[src/rtl/tt_um_couchand_cora16_pkg.sv]
// Shared definitions for the CORA16 accumulator machine: opcodes, SPI RAM
// commands, controller state encodings and a small immediate helper.
package tt_um_couchand_cora16_pkg;

    localparam logic [3:0] OP_HALT = 4'h0;
    localparam logic [3:0] OP_TRAP = 4'h1;
    localparam logic [3:0] OP_LDI  = 4'h2;
    localparam logic [3:0] OP_PUSH = 4'h3;
    localparam logic [3:0] OP_POP  = 4'h4;
    localparam logic [3:0] OP_DROP = 4'h5;
    localparam logic [3:0] OP_ADD  = 4'h6;
    localparam logic [3:0] OP_SUB  = 4'h7;
    localparam logic [3:0] OP_LD   = 4'h8;
    localparam logic [3:0] OP_ST   = 4'h9;
    localparam logic [3:0] OP_JMP  = 4'hA;
    localparam logic [3:0] OP_JZ   = 4'hB;
    localparam logic [3:0] OP_CALL = 4'hC;
    localparam logic [3:0] OP_RET  = 4'hD;
    localparam logic [3:0] OP_LDS  = 4'hE;
    localparam logic [3:0] OP_RSVD = 4'hF;

    localparam logic [7:0] SPI_CMD_WRITE = 8'h02;
    localparam logic [7:0] SPI_CMD_READ  = 8'h03;

    // command + 24-bit address + one 16-bit data word
    localparam int SPI_FRAME_BITS = 48;

    typedef enum logic [2:0] {
        ST_FETCH,
        ST_FETCH_WAIT,
        ST_EXEC,
        ST_MEM_WAIT,
        ST_HALTED,
        ST_TRAPPED
    } core_state_t;

    typedef enum logic [1:0] {
        SPI_IDLE,
        SPI_SHIFT,
        SPI_GAP
    } spi_state_t;

    // Widen a 12-bit immediate to a full machine word, keeping its sign.
    function automatic logic [15:0] sext12(input logic [11:0] k);
        return {{4{k[11]}}, k};
    endfunction

endpackage

[src/rtl/tt_um_couchand_cora16_if.sv]
// Word-transfer request channel between the core sequencer and the SPI
// master, bundled with the serial RAM pins that the master drives.
interface tt_um_couchand_cora16_if;

    logic        start;
    logic        write;
    logic [23:0] addr;
    logic [15:0] wdata;
    logic [15:0] rdata;
    logic        done;

    logic        spi_clk;
    logic        spi_select;
    logic        spi_mosi;
    logic        spi_miso;

    modport master (
        output start, write, addr, wdata,
        input  rdata, done
    );

    modport slave (
        input  start, write, addr, wdata,
        output rdata, done,
        output spi_clk, spi_select, spi_mosi,
        input  spi_miso
    );

endinterface

[src/rtl/tt_um_couchand_cora16_spi_master.sv]
// Single-word SPI RAM transfer engine: mode 0, MSB first, spi_clk = clk/2.
// A held start launches one 48-bit frame; done pulses for one clock when the
// frame completes, and select then stays low for a short recovery gap.
module spi_master
    import tt_um_couchand_cora16_pkg::*;
(
    input  logic                     clk,
    input  logic                     rst_n,
    tt_um_couchand_cora16_if.slave   bus
);

    spi_state_t  state;
    logic [47:0] tx;
    logic [5:0]  bit_cnt;
    logic [15:0] rx;
    logic        gap_cnt;
    logic [47:0] frame;

    assign frame    = {(bus.write ? SPI_CMD_WRITE : SPI_CMD_READ), bus.addr, bus.wdata};
    assign bus.rdata = rx;

    // Frame sequencer: toggles spi_clk each clock, shifts MOSI on the falling
    // half and captures MISO as spi_clk rises; reset drops select at once.
    always_ff @(posedge clk or negedge rst_n) begin
        if (!rst_n) begin
            state          <= SPI_IDLE;
            tx             <= '0;
            bit_cnt        <= '0;
            rx             <= '0;
            gap_cnt        <= 1'b0;
            bus.spi_clk    <= 1'b0;
            bus.spi_select <= 1'b0;
            bus.spi_mosi   <= 1'b0;
            bus.done       <= 1'b0;
        end else begin
            bus.done <= 1'b0;
            case (state)
                SPI_IDLE: begin
                    if (bus.start) begin
                        bus.spi_select <= 1'b1;
                        bus.spi_mosi   <= frame[47];
                        tx             <= {frame[46:0], 1'b0};
                        bit_cnt        <= '0;
                        state          <= SPI_SHIFT;
                    end
                end
                SPI_SHIFT: begin
                    if (!bus.spi_clk) begin
                        bus.spi_clk <= 1'b1;
                        rx          <= {rx[14:0], bus.spi_miso};
                    end else begin
                        bus.spi_clk <= 1'b0;
                        if (bit_cnt == 6'(SPI_FRAME_BITS - 1)) begin
                            bus.spi_select <= 1'b0;
                            bus.spi_mosi   <= 1'b0;
                            bus.done       <= 1'b1;
                            gap_cnt        <= 1'b0;
                            state          <= SPI_GAP;
                        end else begin
                            bus.spi_mosi <= tx[47];
                            tx           <= {tx[46:0], 1'b0};
                            bit_cnt      <= bit_cnt + 6'd1;
                        end
                    end
                end
                SPI_GAP: begin
                    if (gap_cnt) begin
                        state <= SPI_IDLE;
                    end else begin
                        gap_cnt <= 1'b1;
                    end
                end
                default: state <= SPI_IDLE;
            endcase
        end
    end

endmodule

[src/rtl/tt_um_couchand_cora16.sv]
// CORA16: a 16-bit accumulator/stack machine whose program, data and stack
// all live in an external SPI RAM. The core sequences fetch, execute and
// optional memory transfers through the spi_master engine.
module tt_um_couchand_cora16
    import tt_um_couchand_cora16_pkg::*;
(
    input  logic [7:0] ui_in,
    output logic [7:0] uo_out,
    input  logic [7:0] uio_in,
    output logic [7:0] uio_out,
    output logic [7:0] uio_oe,
    input  logic       ena,
    input  logic       clk,
    input  logic       rst_n
);

    tt_um_couchand_cora16_if bus ();

    core_state_t state;
    logic [15:0] acc;
    logic [15:0] pc;
    logic [15:0] sp;
    logic [15:0] ir;
    logic        halt;
    logic        trap;

    logic [3:0]  opcode;
    logic [11:0] k;
    logic [15:0] k_sext;
    logic [15:0] k_zext;
    logic [15:0] sp_dec;
    logic [15:0] sp_inc;
    logic [15:0] sp_off;
    logic        unused;

    assign opcode = ir[15:12];
    assign k      = ir[11:0];
    assign k_sext = sext12(k);
    assign k_zext = {4'h0, k};
    assign sp_dec = sp - 16'd2;
    assign sp_inc = sp + 16'd2;
    assign sp_off = sp + k_sext;

    assign bus.spi_miso = uio_in[3];

    assign uo_out  = ui_in[0] ? acc[15:8] : acc[7:0];
    assign uio_out = {trap, halt, bus.spi_select, 2'b00, bus.spi_clk, bus.spi_select, bus.spi_mosi};
    assign uio_oe  = 8'b1110_0111;
    assign unused  = &{1'b0, ena, ui_in[7:1], uio_in[7:4], uio_in[2:0]};

    spi_master u_spi (
        .clk   (clk),
        .rst_n (rst_n),
        .bus   (bus.slave)
    );

    // Core sequencer: fetch a word at PC, decode it, launch at most one
    // memory transfer and retire its result before the next fetch.
    always_ff @(posedge clk or negedge rst_n) begin
        if (!rst_n) begin
            state     <= ST_FETCH;
            acc       <= '0;
            pc        <= '0;
            sp        <= '0;
            ir        <= '0;
            halt      <= 1'b0;
            trap      <= 1'b0;
            bus.start <= 1'b0;
            bus.write <= 1'b0;
            bus.addr  <= '0;
            bus.wdata <= '0;
        end else begin
            case (state)
                ST_FETCH: begin
                    bus.start <= 1'b1;
                    bus.write <= 1'b0;
                    bus.addr  <= {8'h00, pc};
                    state     <= ST_FETCH_WAIT;
                end
                ST_FETCH_WAIT: begin
                    if (bus.done) begin
                        bus.start <= 1'b0;
                        ir        <= bus.rdata;
                        pc        <= pc + 16'd2;
                        state     <= ST_EXEC;
                    end
                end
                ST_EXEC: begin
                    state <= ST_FETCH;
                    case (opcode)
                        OP_HALT: begin
                            halt  <= 1'b1;
                            state <= ST_HALTED;
                        end
                        OP_LDI: acc <= k_sext;
                        OP_PUSH: begin
                            sp        <= sp_dec;
                            bus.start <= 1'b1;
                            bus.write <= 1'b1;
                            bus.addr  <= {8'h00, sp_dec};
                            bus.wdata <= acc;
                            state     <= ST_MEM_WAIT;
                        end
                        OP_POP, OP_ADD, OP_SUB, OP_RET: begin
                            bus.start <= 1'b1;
                            bus.write <= 1'b0;
                            bus.addr  <= {8'h00, sp};
                            state     <= ST_MEM_WAIT;
                        end
                        OP_DROP: sp <= sp_inc;
                        OP_LD: begin
                            bus.start <= 1'b1;
                            bus.write <= 1'b0;
                            bus.addr  <= {8'h00, k_zext};
                            state     <= ST_MEM_WAIT;
                        end
                        OP_ST: begin
                            bus.start <= 1'b1;
                            bus.write <= 1'b1;
                            bus.addr  <= {8'h00, k_zext};
                            bus.wdata <= acc;
                            state     <= ST_MEM_WAIT;
                        end
                        OP_JMP: pc <= k_zext;
                        OP_JZ: begin
                            if (acc == 16'h0000) begin
                                pc <= k_zext;
                            end
                        end
                        OP_CALL: begin
                            sp        <= sp_dec;
                            pc        <= k_zext;
                            bus.start <= 1'b1;
                            bus.write <= 1'b1;
                            bus.addr  <= {8'h00, sp_dec};
                            bus.wdata <= pc;
                            state     <= ST_MEM_WAIT;
                        end
                        OP_LDS: begin
                            bus.start <= 1'b1;
                            bus.write <= 1'b0;
                            bus.addr  <= {8'h00, sp_off};
                            state     <= ST_MEM_WAIT;
                        end
                        default: begin
                            trap  <= 1'b1;
                            state <= ST_TRAPPED;
                        end
                    endcase
                end
                ST_MEM_WAIT: begin
                    if (bus.done) begin
                        bus.start <= 1'b0;
                        state     <= ST_FETCH;
                        case (opcode)
                            OP_POP: begin
                                acc <= bus.rdata;
                                sp  <= sp_inc;
                            end
                            OP_ADD: begin
                                acc <= acc + bus.rdata;
                                sp  <= sp_inc;
                            end
                            OP_SUB: begin
                                acc <= bus.rdata - acc;
                                sp  <= sp_inc;
                            end
                            OP_RET: begin
                                pc <= bus.rdata;
                                sp <= sp_inc;
                            end
                            OP_LD, OP_LDS: acc <= bus.rdata;
                            default: ;
                        endcase
                    end
                end
                ST_HALTED:  state <= ST_HALTED;
                ST_TRAPPED: state <= ST_TRAPPED;
                default:    state <= ST_FETCH;
            endcase
        end
    end

endmodule

[config.mk]
export PLATFORM = sky130hd
export DESIGN_NAME = tt_um_couchand_cora16
export DESIGN_NICKNAME = d
export VERILOG_FILES = /design/src/rtl/tt_um_couchand_cora16_pkg.sv /design/src/rtl/tt_um_couchand_cora16_if.sv /design/src/rtl/tt_um_couchand_cora16_spi_master.sv /design/src/rtl/tt_um_couchand_cora16.sv
export SDC_FILE = /design/constraint.sdc
export NUM_CORES = 1
export LEC_CHECK = 0
export ABC_AREA = 0
export BUFFER_PORTS_ARGS = -buffer_cell sky130_fd_sc_hd__clkbuf_2
export CORE_UTILIZATION = 30
export DETAILED_ROUTE_END_ITERATION = 8
export GPL_TIMING_DRIVEN = 1
export HOLD_SLACK_MARGIN = 0.06
export SLEW_MARGIN = 40
export SYNTH_ARGS = -nofsm -noshare
export SYNTH_HDL_FRONTEND = slang
export SYNTH_HIERARCHICAL = 1
export SYNTH_SLANG_ARGS = --single-unit
[constraint.sdc]
create_clock -name clk -period 4.03 [get_ports clk]
set_input_delay 0.806 -clock clk [delete_from_list [all_inputs] [get_ports clk]]
set_output_delay 0.806 -clock clk [all_outputs]
set_load 0.05 [all_outputs]
==> results by group, run 1 <==
Run status
  – Status: finished, final reports clean

Drt
  – Avg Vias per Cell: 5.547
  – Via count: ~9500
  – Initial DRC count: 782
  – DRC: 0
  – DRT Wirelength: approximately 31000 microns
  – Wirelength per Cell: 18.27 microns
  – Final ANT Viol Nets: 0
  – DR pass1 iterations: 5

Timing
  – Tmin final: 3.614 ns
  – Pins Over Slew Limit: 0
  – Slew @ Worst Pin: around 0.79 ns
  – RSZ-0062 raised after global routing: no
  – Slew margin rel.: 47.27%
  – Fin Setup TNS: 0 ns
  – Hold Fails Final Rpt: 0
  – Final Skew: 0.01710 ns
  – Max Clk Rate: 0.2767 GHz
  – Fin worst setup slack: 0.4158 ns
  – Final setup fails: 0
  – Fin Hold WS: between 0.3 and 0.4 ns
  – Fin crit share: 89.68%

Worst setup path
  – Max Fanout on Critical Path: 8
  – CP Capture Type: register
  – Setup crit end: acc[15]
  – Critical path required time: 4.38 ns
  – Critical path startpoint: acc[5]
  – Reg-to-Reg End: acc[15]
  – R2r setup slk: between 0.4 and 0.5 ns
  – Crit path DAT: 3.96 ns
  – CP Launch Type: register
  – CP Class: register to register
  – R2R cell count: 12
  – Worst r2r src: acc[5]

Layout
  – Fillers: 3701
  – Area grow syn2layout: 10.10%
  – Design Area, Final: 0.01238 sq mm
  – Layout cells sized above 1: between 10% and 20%
  – N_diodes: 0
  – Final Instance Count excl. Fillers: 1705
  – Nets: between 1000 and 1500

Synthesis
  – Combinational family with the most area after synthesis: compound AO/OA/AOI/OAI gates
  – Flops & latches, synth: about 180
  – Cells after Synth: 1244
  – Leading area contributor after synthesis: dfrtp_1
  – Top-count cell post-synth: dfrtp_1
  – Register area share after synthesis: 39.63%
  – Post-Synth Simple-Gate Area: 14.76%
  – Complex-gate fraction of the synthesized area: 25.31%
  – Post-synthesis mux area share: 5.899%
  – Synth Area in Adders: 4.141%
  – Post-synth EDFFs: 0
  – Synth Area per Inst: 9.036 sq um
  – Post-synth top flop: dfrtp_1
  – Synth Warn #: 6
  – Async SR Flop Fraction: 100.0%
  – Post-Syn Area: roughly 0.011 sq mm
  – Top post-synthesis cells by count: dfrtp_1 (178), nor2_1 (120), a21oi_1 (109), nand2_1 (102), o21ai_0 (79)
  – Yosys cell types: 89
  – Area share of the largest cell type after synthesis: 39.63%
  – Largest cells by area after synthesis: dfrtp_1 (40%), a21oi_1 (4.9%), mux2_2 (4.2%)
  – Post-synthesis xor/xnor area fraction: 4.519%

Clock tree
  – # clock sinks: 178
  – CTS tree: yes
  – Root Driver: clkbuf_16
  – Cts bufs inserted: 17
  – Clk_lat worst skew: around 0.44 ns
  – H-tree depth: 4
  – Clk buf depth: 2
  – Register clock-pin slew on the reported worst setup and hold paths: 0.08 ns
  – Post-CTS setup buffers: 0

Pwr
  – Pleak: 5.502 nW
  – Sw Ratio: between 20% and 30%
  – Sw power: ~960 uW
  – VDD IR max: 275.9 uV
  – Clock power frac: 47.9%
  – Sequential power share: 48.2%
  – Power Density: 303.7 mW/mm^2
  – Part of the power in combinational logic: 3.9%
  – P_int: 2.799 mW

Floorplanning
  – Die H: 195.6 microns
  – Top Ports: 43
  – Core area: between 0.03 and 0.04 sq mm
  – FP Rows: 70
  – Die Span X: between 150 and 200 microns
  – Starting density of the core: a little under a third
  – Die area: 0.03825 sq mm

Global route
  – Global-route wire length before repair: 51000 microns
  – Gr ovfl total: 0
  – Top Usage Layer GRT: met2
  – Routing usage on met1: 23.25%
  – GRT met3 Usage: 2.522%
  – GRT Util Overall: 16.76%
  – Met2 Usage GRT: 26.75%
  – Vias in the first global route: about 9200
  – Largest net degree at the start of global routing: ~110
  – Initial antenna violation count: 0

Placed design
  – Hpwl dp: roughly 22000 microns
  – Dpl cells: 1673
  – Post-place setup slack: 0.3796 ns
  – Port Buffers: 17
  – Cell Area, Placed: 0.01173 sq mm
  – RD Place Congestion: 0.8992

Job
  – # Max-Cap Violations: 0

Min path
  – Worst hold path type: input port to async pin
-- through the flow --
stage	power, mW	util (%)
2_1_floorplan	1.933	-
3_3_place_gp	1.991	31.91
3_5_place_dp	1.993	31.95
4_1_cts	3.792	33.69
5_1_grt	3.877	33.72
6_report	3.759	33.72
-- kinds of logic after synthesis --
logic type,Yosys count
adder cells (fa/ha/maj),36
multiplexers,61
AO/OA/AOI/OAI,428
XOR/XNOR,58
AND/OR/NAND/NOR,351
flip-flops,178
other,2
buffers and inverters,130
-- how the worst min path moves through the flow --
stage | from | to | slack (ns) | cells after the start
3_5_place_dp | u_spi/gap_cnt | u_spi/state[1] | 0.45 | 1
2_1_floorplan | u_spi/gap_cnt | u_spi/state[1] | 0.43 | 1
6_report | rst_n | u_spi/tx[30] | 0.32 | 1
4_1_cts | rst_n | u_spi/tx[31] | 0.39 | 1
5_1_grt | rst_n | u_spi/tx[28] | 0.39 | 1
3_3_place_gp | u_spi/gap_cnt | u_spi/state[1] | 0.45 | 1
-- cell type report --
cell class / count / area (sq um) / area share [%]
flip-flops and latches: 178 / 4454 / 35.99
repair buffers: 48 / 350.3 / 2.831
clock buffers: 18 / 429.2 / 3.468
clock inverters: 14 / 209.0 / 1.688
multi-input cells: 952 / 6246 / 50.47
well taps: 468 / 585.6 / 4.732
inverters: 27 / 101.3 / 0.8189
-- per-layer routing --
metal | share of wire (%) | wire length (microns)
met5 | 0 | 0
met2 | 46 | 14340
met1 | 48 | 14810
met4 | 2.4 | 746
met3 | 4.0 | 1253
-- power by group through the flow --
stage / logic, mW / clock network [mW] / registers, mW
floorplan: 0.0956 / 0 / 1.84
global placement: 0.145 / 0 / 1.85
detailed placement: 0.148 / 0 / 1.85
CTS: 0.149 / 1.83 / 1.81
global route: 0.165 / 1.90 / 1.81
finish: 0.146 / 1.80 / 1.81
-- state kept, by name, summed over array words and instances, names as in the netlist --
signal / cells
halt: 1
u_spi/bit_cnt: 6
u_spi/bus.spi_select: 1
state: 3
sp: 15
u_spi/tx: 47
u_spi/state: 2
bus.start: 1
u_spi/bus.rdata: 16
ir: 16
trap: 1
pc: 16
u_spi/bus.spi_mosi: 1
acc: 16
u_spi/gap_cnt: 1
bus.addr: 16
u_spi/bus.spi_clk: 1
bus.wdata: 16
bus.write: 1
u_spi/bus.done: 1
-- what timing repair did --
| action | CTS | global route |
|---|---|---|
| gates resized for setup | 0 | 1 |
| hold buffers | 0 | 0 |
| endpoints found under the setup margin | 0 | 1 |
-- cell usage in the layout (no fill, tap or decap), types with 11 or more instances in the layout --
cell type  count
clkbuf_2      16
o22ai_1       49
a22oi_1       11
a31oi_1       19
nor2_1       119
a21o_1        14
o21ai_0       79
nand2_1      101
nand3_1       27
xor2_1        24
ha_1          34
xnor2_1       34
conb_1        18
and3_1        14
a2bb2oi_1     42
mux2i_1       19
buf_4         30
clkbuf_16     18
a211oi_1      15
a21oi_1      108
nor3_1        20
mux2_2        42
inv_1         27
dfrtp_1      178
-- worst max-delay path, stage by stage, from the launching register on --
cell and delay (ns):
dfrtp_1 0.46, or4_1 0.54, nor2_1 0.35, a21oi_1 0.14, xnor2_1 0.15, ha_1 0.39
a21o_1 0.25, a21oi_1 0.14, o21ai_0 0.10, a21o_1 0.20, a2111oi_1 0.52, a211oi_1 0.10
a211oi_1 0.18
No activity file was read; power rests on OpenSTA's default activity.
==> run 2: changes to the inputs <==
Settings changed: CORE_ASPECT_RATIO set to 1.4, SYNTH_HIERARCHICAL 1 to unset.
Clock period 4.03 ns to 3.7 ns, I/O delays scaled along.
==> results by group, run 2 <==
Run status
  – Status: finished, final reports clean

Layout
  – Fillers: around 3700
  – Reg with most FFs: u_spi.tx
  – Nets: roughly 1300
  – Layout cells sized above 1: between 10% and 20%
  – Area grow syn2layout: 10.49%
  – Most common cell after layout, fill and taps aside: dfrtp_1
  – Max reg flops: 47
  – Most frequent cells in the layout: dfrtp_1 (178), nand2_1 (151), nor2_1 (137)
  – N_diodes: 0
  – Util after Layout: 33.84%
  – Final Instance Count excl. Fillers: ~1700

Worst setup path
  – Crit-path slowest cell: dfrtp_1
  – Max Fanout on Critical Path: 5
  – Worst-path cell chain: inv_2 -> ha_2 -> nand2b_1 -> or3_1 -> o21ai_0 -> xor2_1 -> ha_1 -> or3_1 -> o32a_1 -> a21oi_1 -> o21ai_0 -> xor2_1 -> nor3_1 -> o41ai_1
  – Crit path largest cell delay: 0.40 ns
  – Critical path required time: between 4 and 5 ns
  – CP Class: register to register
  – CP Launch Type: register
  – CP Capture Type: register
  – Crit path DAT: approximately 3.8 ns

Pwr
  – Part of the power in combinational logic: 4.0%
  – Sequential power share: 49.4%
  – Clock power frac: 46.6%
  – Power, Total: 3.998 mW
  – Power Density: 329.1 mW/mm^2
  – Sw power: 971.8 uW
  – Sw Ratio: 24.31%
  – VDD IR max: 373.3 uV
  – Pleak: between 5 and 6 nW
  – P_int: 3.026 mW

Timing
  – Tmin final: between 3 and 4 ns
  – Final setup fails: 0
  – Max Clk Rate: 0.2851 GHz
  – Slew @ Worst Pin: about 0.77 ns
  – RSZ-0062 raised after global routing: no
  – Pins Over Slew Limit: 0
  – Slew margin rel.: 48.83%
  – Hold Fails Final Rpt: 0
  – Final Skew: 0.01381 ns
  – Fin crit share: 94.79%
  – Fin Setup TNS: 0 ns

Synthesis
  – Post-synth EDFFs: 0
  – Largest cells by area after synthesis: dfrtp_1 (41%), nand2_1 (5.2%), a21oi_1 (5.1%)
  – Post-Syn Area: 0.01100 sq mm
  – Yosys cell types: 71
  – Flops & latches, synth: 178
  – Synth Warn #: 0
  – Cells after Synth: approximately 1300
  – Synth Area per Inst: 8.728 sq um
  – Top-count cell post-synth: dfrtp_1
  – Async SR Flop Fraction: between 90% and 100%
  – Top post-synthesis cells by count: dfrtp_1 (178), nand2_1 (153), nor2_1 (138), a21oi_1 (112), o21ai_0 (87)
  – Area share of the largest cell type after synthesis: 40.51%
  – Leading area contributor after synthesis: dfrtp_1
  – Post-synth top flop: dfrtp_1
  – Register area share after synthesis: around 41%

Clock tree
  – Post-CTS setup buffers: 0
  – Clk buf depth: 2
  – H-tree depth: 4
  – Cts bufs inserted: 17
  – Clk_lat worst skew: 0.46 ns
  – Root Driver: clkbuf_16
  – # clock sinks: ~180
  – Register clock-pin slew on the reported worst setup and hold paths: around 0.07 ns
  – CTS tree: yes

Floorplanning
  – Die Span X: 163.8 microns
  – Core area: ~0.036 sq mm
  – Die H: roughly 230 microns
  – FP Rows: a little over 80
  – Top Ports: 43
  – Starting density of the core: 30.62%
  – Die area: 0.03744 sq mm

Drt
  – Wirelength per Cell: ~18 microns
  – Via count: approximately 9200
  – DRC: 0
  – Initial DRC count: 565
  – DR pass1 iterations: 5
  – DRT Wirelength: 30620 microns
  – Final ANT Viol Nets: 0
  – Avg Vias per Cell: 5.378

Placed design
  – Hpwl dp: 22080 microns
  – Dpl cells: 1679
  – Port Buffers: 17
  – RD Place Congestion: 0.8729

Global route
  – Global-route wire length before repair: 49200 microns
  – Vias in the first global route: 9143
  – GRT Util Overall: 16.80%
  – Gr ovfl total: 0
  – Initial antenna violation count: 0
  – Largest net degree at the start of global routing: 76

Job
  – # Max-Cap Violations: 0

Min path
  – Worst hold path type: input port to async pin
-- run 2: changes by cell type after synthesis, moves of 10 or more --
cell / change
mux2_2: -14
nor3_1: +12
a31oi_1: +23
xnor2_1: -10
mux2i_1: +10
a22o_1: +10
o22ai_1: -44
a2bb2oi_1: -40
clkbuf_1: +15
nor2_1: +18
xor2_1: +14
nand2_1: +51
mux2_4: +10
-- run 2: final timing paths --
check | start | slack [ns] | cells past startpoint | end
worst max-delay path | acc[1] | 0.19 | 14 | acc[13]
worst min-delay path | rst_n | 0.31 | 1 | sp[11]
worst max register to register | acc[1] | 0.19 | 14 | acc[13]
worst min register to register | u_spi.gap_cnt | 0.46 | 1 | u_spi.state[1]
max in group asynchronous | rst_n | 2.60 | 2 | u_spi.tx[10]
min in group clk | u_spi.gap_cnt | 0.46 | 1 | u_spi.state[1]
-- run 2: timing repair --
item	in CTS	in global routing
setup endpoints to repair	0	4
gates resized for setup	0	7
hold buffers	0	0
-- run 2: power groups by stage --
stage	combinational, mW	sequential (mW)	clock, mW
floorplan	0.104	2.00	0
global placement	0.160	2.01	0
detailed placement	0.161	2.01	0
CTS	0.162	1.97	1.89
global route	0.181	1.97	1.97
finish	0.160	1.97	1.86
-- run 2: through the flow --
step	worst slack, ns	hold slack [ns]	instance area, sq um
after global placement	0.1866	0.4446	11530
after global routing	0.005496	0.3759	12150
after floorplan	0.4141	0.4353	11030
final	0.1927	0.3123	12150
after CTS	0.1492	0.3492	12120
after detailed placement	0.1710	0.4594	11530
-- run 2: area by class of cell --
| cell class | count | area [sq um] | share of cell area (%) |
|---|---|---|---|
| Timing Repair Buffer | 49 | 356.6 | 2.935 |
| Clock inverter | 13 | 148.9 | 1.225 |
| Sequential cell | 178 | 4454 | 36.66 |
| Tap cell | 462 | 578.1 | 4.757 |
| Multi-Input combinational cell | 971 | 6098 | 50.19 |
| Clock buffer | 19 | 442.9 | 3.645 |
| Inverter | 19 | 71.32 | 0.5870 |
-- run 2: critical path: cells and delay by family, from the launching register on --
kind	cells	cell delay, ns
AO/OA/AOI/OAI	5	1.37
XOR/XNOR	2	0.24
adder cells (fa/ha/maj)	2	0.41
buffers and inverters	1	0.09
flip-flops	1	0.40
AND/OR/NAND/NOR	4	0.86
-- run 2: cells by family after synthesis --
| kind of cell | after synthesis | share of synthesized area, % |
|---|---|---|
| adder cells (fa/ha/maj) | 36 | 4.233 |
| AND/OR/NAND/NOR | 432 | 17.95 |
| multiplexers | 67 | 6.872 |
| other | 2 | 0.06829 |
| buffers and inverters | 119 | 4.858 |
| AO/OA/AOI/OAI | 364 | 20.57 |
| XOR/XNOR | 62 | 4.938 |
| flip-flops | 178 | 40.51 |
-- run 2: metal layers --
layer,track usage (%),vias up,routed length [microns]
met5,0,-,0
met1,19.32,4479,12660
li1,-,4430,-
met4,8.999,0,1313
met2,29.59,223,15770
met3,2.432,70,873
